**config.mk**
```make
export PLATFORM = sky130hd
export DESIGN_NAME = add16_nibble_sched
export DESIGN_NICKNAME = d
export VERILOG_FILES = /design/src/rtl/add16_nibble_sched.sv
export SDC_FILE = /design/constraint.sdc
export NUM_CORES = 1
export LEC_CHECK = 0
export BUFFER_PORTS_ARGS = -buffer_cell sky130_fd_sc_hd__buf_2
export CORE_ASPECT_RATIO = 0.7
export CORE_MARGIN = 8
export CORE_UTILIZATION = 47
export DETAILED_ROUTE_END_ITERATION = 16
export GPL_ROUTABILITY_DRIVEN = 0
export GPL_TIMING_DRIVEN = 0
export HOLD_SLACK_MARGIN = 0.1
export PLACE_DENSITY = 0.76
export SYNTH_ARGS = -nofsm -noshare
export SYNTH_HDL_FRONTEND = slang
export SYNTH_SLANG_ARGS = --single-unit
```
**constraint.sdc**
```tcl
create_clock -name clk -period 2.05 [get_ports clk]
set_clock_uncertainty 0.2 [all_clocks]
set_input_delay 0.205 -clock clk [delete_from_list [all_inputs] [get_ports clk]]
set_output_delay 0.205 -clock clk [all_outputs]
set_load 0.01 [all_outputs]
```
**src/rtl/add16_nibble_sched.sv**
```systemverilog
// Two-requester 16-bit adder that time-shares one external 4-bit adder slice.
// It ripples one nibble per cycle (LSB first) and returns the result over a valid/ready port.
module add16_nibble_sched (
  input  logic        clk,
  input  logic        rst,
  input  logic        req0_valid,
  output logic        req0_ready,
  input  logic [15:0] req0_a,
  input  logic [15:0] req0_b,
  input  logic        req0_cin,
  input  logic        req1_valid,
  output logic        req1_ready,
  input  logic [15:0] req1_a,
  input  logic [15:0] req1_b,
  input  logic        req1_cin,
  output logic [3:0]  add_a,
  output logic [3:0]  add_b,
  output logic        add_cin,
  input  logic [3:0]  add_sum,
  input  logic        add_cout,
  output logic        res_valid,
  input  logic        res_ready,
  output logic [15:0] res_sum,
  output logic        res_cout,
  output logic        res_id
);

  localparam int unsigned DW = 16;
  localparam int unsigned NW = 4;
  localparam int unsigned XW = 2;

  typedef enum logic [1:0] {
    S_IDLE = 2'd0,
    S_ADD  = 2'd1,
    S_DONE = 2'd2
  } state_e;

  state_e          state_q, state_d;
  logic [XW-1:0]   nib_q, nib_d;
  logic [DW-1:0]   a_q, a_d;
  logic [DW-1:0]   b_q, b_d;
  logic            cin_q, cin_d;
  logic            carry_q, carry_d;
  logic [DW-1:0]   sum_q, sum_d;
  logic            id_q, id_d;
  logic            last_grant_q, last_grant_d;
  logic [DW-1:0]   res_sum_q, res_sum_d;
  logic            res_cout_q, res_cout_d;
  logic            res_id_q, res_id_d;

  logic            grant_id;
  logic            any_valid;
  logic [XW+1:0]   nib_base;

  // Round-robin: on contention the requester not served last time wins.
  assign any_valid = req0_valid | req1_valid;
  assign grant_id  = (req0_valid && req1_valid) ? ~last_grant_q : req1_valid;
  assign nib_base  = {nib_q, 2'b00};

  always_ff @(posedge clk or posedge rst) begin
    if (rst) begin
      state_q      <= S_IDLE;
      nib_q        <= '0;
      a_q          <= '0;
      b_q          <= '0;
      cin_q        <= 1'b0;
      carry_q      <= 1'b0;
      sum_q        <= '0;
      id_q         <= 1'b0;
      last_grant_q <= 1'b1;
      res_sum_q    <= '0;
      res_cout_q   <= 1'b0;
      res_id_q     <= 1'b0;
    end else begin
      state_q      <= state_d;
      nib_q        <= nib_d;
      a_q          <= a_d;
      b_q          <= b_d;
      cin_q        <= cin_d;
      carry_q      <= carry_d;
      sum_q        <= sum_d;
      id_q         <= id_d;
      last_grant_q <= last_grant_d;
      res_sum_q    <= res_sum_d;
      res_cout_q   <= res_cout_d;
      res_id_q     <= res_id_d;
    end
  end

  always_comb begin
    state_d      = state_q;
    nib_d        = nib_q;
    a_d          = a_q;
    b_d          = b_q;
    cin_d        = cin_q;
    carry_d      = carry_q;
    sum_d        = sum_q;
    id_d         = id_q;
    last_grant_d = last_grant_q;
    res_sum_d    = res_sum_q;
    res_cout_d   = res_cout_q;
    res_id_d     = res_id_q;
    req0_ready   = 1'b0;
    req1_ready   = 1'b0;
    add_a        = '0;
    add_b        = '0;
    add_cin      = 1'b0;

    unique case (state_q)
      S_IDLE: begin
        if (any_valid && !rst) begin
          req0_ready   = ~grant_id;
          req1_ready   = grant_id;
          a_d          = grant_id ? req1_a   : req0_a;
          b_d          = grant_id ? req1_b   : req0_b;
          cin_d        = grant_id ? req1_cin : req0_cin;
          id_d         = grant_id;
          last_grant_d = grant_id;
          nib_d        = '0;
          state_d      = S_ADD;
        end
      end

      S_ADD: begin
        // Nibble 0 takes the requester's carry-in, later nibbles the chained carry.
        add_a   = a_q[nib_base +: NW];
        add_b   = b_q[nib_base +: NW];
        add_cin = (nib_q == XW'(0)) ? cin_q : carry_q;
        sum_d[nib_base +: NW] = add_sum;
        carry_d = add_cout;
        nib_d   = nib_q + XW'(1);
        if (nib_q == XW'(3)) begin
          res_sum_d  = sum_d;
          res_cout_d = add_cout;
          res_id_d   = id_q;
          state_d    = S_DONE;
        end
      end

      S_DONE: begin
        if (res_ready) begin
          state_d = S_IDLE;
        end
      end

      default: begin
        state_d = S_IDLE;
      end
    endcase
  end

  assign res_valid = (state_q == S_DONE);
  assign res_sum   = res_sum_q;
  assign res_cout  = res_cout_q;
  assign res_id    = res_id_q;

endmodule

```
== Yosys cells after proc, flatten, opt, wreduce, memory -nomap -nowiden ==
Index checks and enable logic that the tools add are counted.

* Add/sub/neg operators: 2
* Bitwise gates (word level): 3
* Mux-type cells: 19
* Shift-type cells: 4
* Equality and inequality tests: 6
* Reduce and logical (&&, ||, !) cells: 10

{| class="wikitable"
|+ Operator list
! kind !! number
|-
| $mux 16 || 2
|-
| $shiftx 16x5->4 || 2
|-
| $bwmux 16 || 1
|-
| $shift 4x6->16 const A || 1
|-
| $shiftx 4x6->16 || 1
|-
| $mux 1 || 8
|-
| $mux 2 || 4
|-
| $mux 4 || 2
|-
| $neg 4->6 || 1
|-
| $pmux 2 s3 || 1
|-
| $reduce_and 2->1 || 3
|-
| $eq 2x2->1 const B || 2
|-
| $logic_not 2->1 || 2
|-
| $ne 2x2->1 const B || 2
|-
| $pmux 2 s2 || 1
|-
| $reduce_and 3->1 || 1
|-
| $add 2x1->2 const B || 1
|-
| $eq 2x1->1 const B || 1
|-
| $logic_and 1x1->1 || 2
|-
| $ne 2x1->1 const B || 1
|-
| $not 1->1 || 2
|-
| $reduce_bool 2->1 || 1
|-
| $logic_not 1->1 || 1
|-
| $or 1x1->1 || 1
|}

* Output and inout bits: 30
* Register bits: 74
* Input bits: 76
* Word-level logic and storage cells: 56

== Longest topological paths before layout ==
* Word-level depth: 5
* Mapped depth: 8
* Depth with buffers taken out: 5

== Worst setup path after synthesis ==
Ideal clock, no wire load.

* Kind: reg-to-reg
* Start: register nib_q[0]
* End: register res_sum_q[0] (netlist: res_sum[0])
* Setup slack: -0.152 ns
* Path buffers: 3
* Library setup time: 0.077 ns
* Data arrival time: 1.925 ns
* Required time: 1.773 ns
* Clock period less this slack: 2.202 ns
* Cell stages (with the launch flop): 9
* Cell sequence: dfrtp_1 -> buf_2 -> inv_1 -> ha_1 -> clkbuf_1 -> nor4bb_1 -> clkbuf_1 -> a21oi_1 -> a21oi_1

* Longest elaborated chain between the ends: 3
* Elaborated cells between the ends (all ways): 6
* Those cells by class: add/sub: 1; eq/ne: 1; shift: 2; mux: 1; reduce/logical: 1

{| class="wikitable"
|+ RTL lines
! element !! line !! text
|-
| start, declared || 39 || <nowiki>logic [XW-1:0] nib_q, nib_d;</nowiki>
|-
| start signal, assigned || 76 || <nowiki>nib_q <= nib_d;</nowiki>
|-
| $neg 4->6 || 129 || <nowiki>sum_d[nib_base +: NW] = add_sum;</nowiki>
|-
| $shiftx 4x6->16 / $shift 4x6->16 (equally long branches) || 129 ||
|-
| $bwmux 16 || 129 ||
|-
| end signal, assigned || 84 || <nowiki>res_sum_q <= res_sum_d;</nowiki>
|-
| end, declared || 47 || <nowiki>logic [DW-1:0] res_sum_q, res_sum_d;</nowiki>
|}

Parallel ways exist; a longest one is shown, timed or not.
A chain may end at the register's enable or synchronous reset.

== Final worst setup path ==
* Start: register nib_q[1]
* End: output port add_cin

* Longest elaborated chain between the ends: 3

{| class="wikitable"
|+ RTL lines
! element !! line !! text
|-
| $logic_not 2->1 || 128 || <nowiki>add_cin = (nib_q == XW'(0)) ? cin_q : carry_q;</nowiki>
|-
| $mux 1 || 128 ||
|-
| $mux 1 || 109 || <nowiki>unique case (state_q)</nowiki>
|-
| end, declared || 18 || <nowiki>output logic add_cin,</nowiki>
|}

Every way passes these cells.

==> summary.txt <==
STA
--------------------------------------------------------------------------------
Slew at the pin closest to its max-slew limit                          0.6956 ns
Post-route setup slack                                               -0.01326 ns
Final number of hold-violating endpoints                                       0
Fmax                                                                  0.4847 GHz
Final count of pins violating max slew                                         0
Unrepaired setup endpoints after global routing                              yes
Setup Viol. Count Final                                                        1
Period utilisation layout                                                  1.006
Hold WS                                                                0.1459 ns
Max-Slew Margin vs Limit                                                  0.5353
Minimum period implied by the final worst setup slack                   2.063 ns

CTS
--------------------------------------------------------------------------------
Clock insertion delay at the later pin of the skew report                0.35 ns
CTS Buf Count                                                                  9
TritonCTS clock tree                                                         yes
Clk buf depth                                                                  2
# clock sinks                                                                 70
Clk pin slew, worst setup/hold paths                                     0.08 ns
H-tree lvl count                                                               3
Clock root cell                                                     sky130_fd_sc_hd__clkbuf_8

CELLS AND AREA
--------------------------------------------------------------------------------
Final design instance area without fill                                 5630 µm²
Number of cells in the finished layout apart from fillers                    644
Layout area overhead                                                      52.44%
Net count reported at finish                                                 616
Fraction of layout instances using a drive strength above 1               0.4148
Post-Route Utilization                                                    0.7278

FLOORPLAN
--------------------------------------------------------------------------------
Vertical die dimension                                                  90.17 µm
Placeable Area                                                          7736 µm²
Area of the die                                                        11000 µm²
Width of the die                                                        122.0 µm
Ports                                                                        106
Standard-cell rows                                                            27
Effective utilization at floorplan                                        0.4774

SYNTHESIS
--------------------------------------------------------------------------------
YS warnings                                                                    0
Largest family of logic cells by synthesized area                   simple AND/OR/NAND/NOR gates
Largest cells by area after synthesis                               sky130_fd_sc_hd__dfrtp_1 47%, sky130_fd_sc_hd__a221o_1 8.9%, sky130_fd_sc_hd__nor3_2 8.1%
Top_reg_cell synth                                                  sky130_fd_sc_hd__dfrtp_1
Mean cell area of the mapped netlist                                   11.13 µm²
Most used standard cells in the synthesized netlist                 69 x sky130_fd_sc_hd__dfrtp_1, 51 x sky130_fd_sc_hd__nand2_1, 33 x sky130_fd_sc_hd__a221o_1
Area share of and/or/nand/nor cells after synthesis                       0.2215
Count of cell types in the netlist                                            40
Mapped Cells                                                                 332
Cell accounting for the most synthesized area                       sky130_fd_sc_hd__dfrtp_1
Share of synthesized registers carrying an async set or reset              1.000
Cell with the most instances after synthesis                        sky130_fd_sc_hd__dfrtp_1
Mapped Area                                                             3694 µm²
Compound-Gate Fraction of Synth Area                                      0.1694
Fraction of the yosys area taken by sequential cells                      0.4746
Post-synth net total                                                         413
Post-synthesis adder-cell area fraction                                  0.01694
Xor and xnor fraction of the mapped netlist area                               0
Post-synth EDFFs                                                               0
Proportion of netlist area held by the largest area contributor           0.4675
Seq cells post-synth                                                          70
Post-synthesis mux area share                                            0.06572

PLACED DESIGN
--------------------------------------------------------------------------------
Post-Place Cell Area                                                    4378 µm²
Inst Count DP                                                                538
Port bufs                                                                    104
Sum of net half-perimeters after detailed placement                      7294 µm
Post-Place Worst Slack                                                -0.2145 ns

POWER AND IR DROP
--------------------------------------------------------------------------------
Net switching power                                                     2.683 mW
Power Internal                                                          4.685 mW
Maximum resistive drop on vdd                                          0.5909 mV
Net Sw Frac                                                               0.3641
Portion of total power attributed to sequential cells                      0.328
Clock share of power                                                       0.154
P_leak                                                                  2.541 nW
Pwr Density                                                          1309 nW/µm²
Logic pwr share                                                            0.518

HOLD PATH
--------------------------------------------------------------------------------
Hold endpoint                                                           nib_q[0]
Hold path startpoint                                                  req0_valid
Path class of the lowest-slack min-delay path                             in2reg
Hold Path Stages                                                               4

OUTCOME
--------------------------------------------------------------------------------
Violations in the final reports                                     negative setup slack
Result of the run                                                   finished with violations

CRITICAL PATH
--------------------------------------------------------------------------------
Startpoint of the worst register-to-register path                       nib_q[1]
Category of the worst setup path launch point                           register
Setup Crit Path Kind                                                     reg2out
Endpoint required time on the critical path                              1.64 ns
Terminus of the critical flop-to-flop path                              sum_q[7]
Arrival time of the worst setup path                                     1.66 ns
CP max FO                                                                      6
Reg2Reg Depth                                                                  8
Type of destination of the critical path                              output pin
Slack of the worst reg-to-reg path                                       0.02 ns

DETAILED ROUTING
--------------------------------------------------------------------------------
Initial DRC count                                                            164
Detailed Route WL                                                       11530 µm
Antenna-violating nets left                                                    0
DR WL/cell                                                              17.91 µm
Vias per Instance                                                          5.480
Length of the first detailed-routing pass in iterations                        5
Via count                                                                   3529
Remaining routing DRC violations                                               0

GLOBAL ROUTE
--------------------------------------------------------------------------------
Pin count of the biggest net entering global routing                          41
Via count of the first global-routing pass                                  3639
GR Overflow Total                                                              0
Number of antenna violations at the first check in global routing              3
Global router's overall resource usage                                    0.2093
Global-route wire length before repair                                  18420 µm

FLOW RUN
--------------------------------------------------------------------------------
Max-cap check violation count                                                  0

-- cell families (layout without fill, tap and decap cells) --
| kind of cell | count (synthesis) | in the layout |
|---|---|---|
| other | 0 | 3 |
| multiplexers | 14 | 14 |
| flip-flops | 70 | 70 |
| AO/OA/AOI/OAI | 73 | 73 |
| buffers and inverters | 36 | 244 |
| AND/OR/NAND/NOR | 134 | 134 |
| adder cells (fa/ha/maj) | 5 | 5 |
-- stage by stage --
stage	power (mW)	TNS, ns
after floorplan	4.532	0
after global placement	5.363	-2.188
after detailed placement	5.448	-3.434
after CTS	7.014	-0.07487
after global routing	7.851	-0.8393
final	7.368	-0.01326
-- flip-flops by register name (all words and copies together) (netlist names) --
name          cells
carry_q           1
id_q              1
res_id            1
cin_q             1
res_cout          1
sum_q            12
a_q              16
nib_q             2
state_q           2
res_sum          16
b_q              16
last_grant_q      1
-- final cells by class --
type / instances / area, µm²
fill: 523 / 2106
antenna: 3 / 7.507
multi-input combinational: 226 / 1849
timing repair buffer: 195 / 1449
inverter: 6 / 33.78
tap: 101 / 126.4
clock buffer: 11 / 141.4
clock inverter: 5 / 60.06
sequential: 70 / 1755
buffer: 27 / 207.7
-- power groups by stage --
stage	sequential [mW]	combinational, mW	clock (mW)
6_report	2.42	3.82	1.13
5_1_grt	2.50	4.13	1.21
4_1_cts	2.40	3.46	1.15
3_5_place_dp	2.43	3.01	0
3_3_place_gp	2.41	2.95	0
2_1_floorplan	2.41	2.12	0
-- metal layers --
metal / up-vias / share of wire / wire length, µm / global-route usage
met1: 1724 / 0.42 / 4830 / 0.2716
met2: 126 / 0.49 / 5614 / 0.3218
met4: 0 / 0.027 / 314 / 0.08905
li1: 1648 / - / - / -
met5: - / 0 / 0 / 0
met3: 31 / 0.067 / 773 / 0.05497
-- critical path, cell delays in order, from the launching register on --
cell                         delay [ns]
sky130_fd_sc_hd__dfrtp_1           0.36
sky130_fd_sc_hd__buf_6             0.15
sky130_fd_sc_hd__clkinvlp_4        0.17
sky130_fd_sc_hd__ha_4              0.21
sky130_fd_sc_hd__mux2i_1           0.11
sky130_fd_sc_hd__nor2_1            0.15
sky130_fd_sc_hd__buf_2             0.16
-- layout by cell type (no fill, tap or decap), types with 8 or more instances in the layout --
cell,count
sky130_fd_sc_hd__buf_2,105
sky130_fd_sc_hd__dfrtp_1,67
sky130_fd_sc_hd__clkbuf_8,11
sky130_fd_sc_hd__buf_6,17
sky130_fd_sc_hd__a21oi_1,8
sky130_fd_sc_hd__nor2_1,11
sky130_fd_sc_hd__a32o_1,10
sky130_fd_sc_hd__dlygate4sd3_1,74
sky130_fd_sc_hd__nor3_2,29
sky130_fd_sc_hd__nand2_1,51
sky130_fd_sc_hd__buf_4,18
sky130_fd_sc_hd__nor2b_1,10
sky130_fd_sc_hd__a221o_1,33
sky130_fd_sc_hd__mux4_2,8
-- what timing repair did --
item,in CTS,in global routing
hold buffers,73,1
setup buffers,6,10
pin swaps,9,12
setup endpoints to repair,39,38
resized for setup,23,27
endpoints found under the hold margin,94,7
-- how the worst max path moves through the flow --
stage	startpoint	to	slack, ns	cells past startpoint
2_1_floorplan	nib_q[0]	sum_q[10]	0.005	7
3_3_place_gp	nib_q[0]	sum_q[9]	-0.16	7
3_5_place_dp	nib_q[0]	sum_q[10]	-0.21	7
4_1_cts	nib_q[0]	res_sum[2]	-0.02	7
5_1_grt	nib_q[1]	add_cin	-0.12	6
6_report	nib_q[1]	add_cin	-0.01	6
Power figures use the tool's default switching activity.
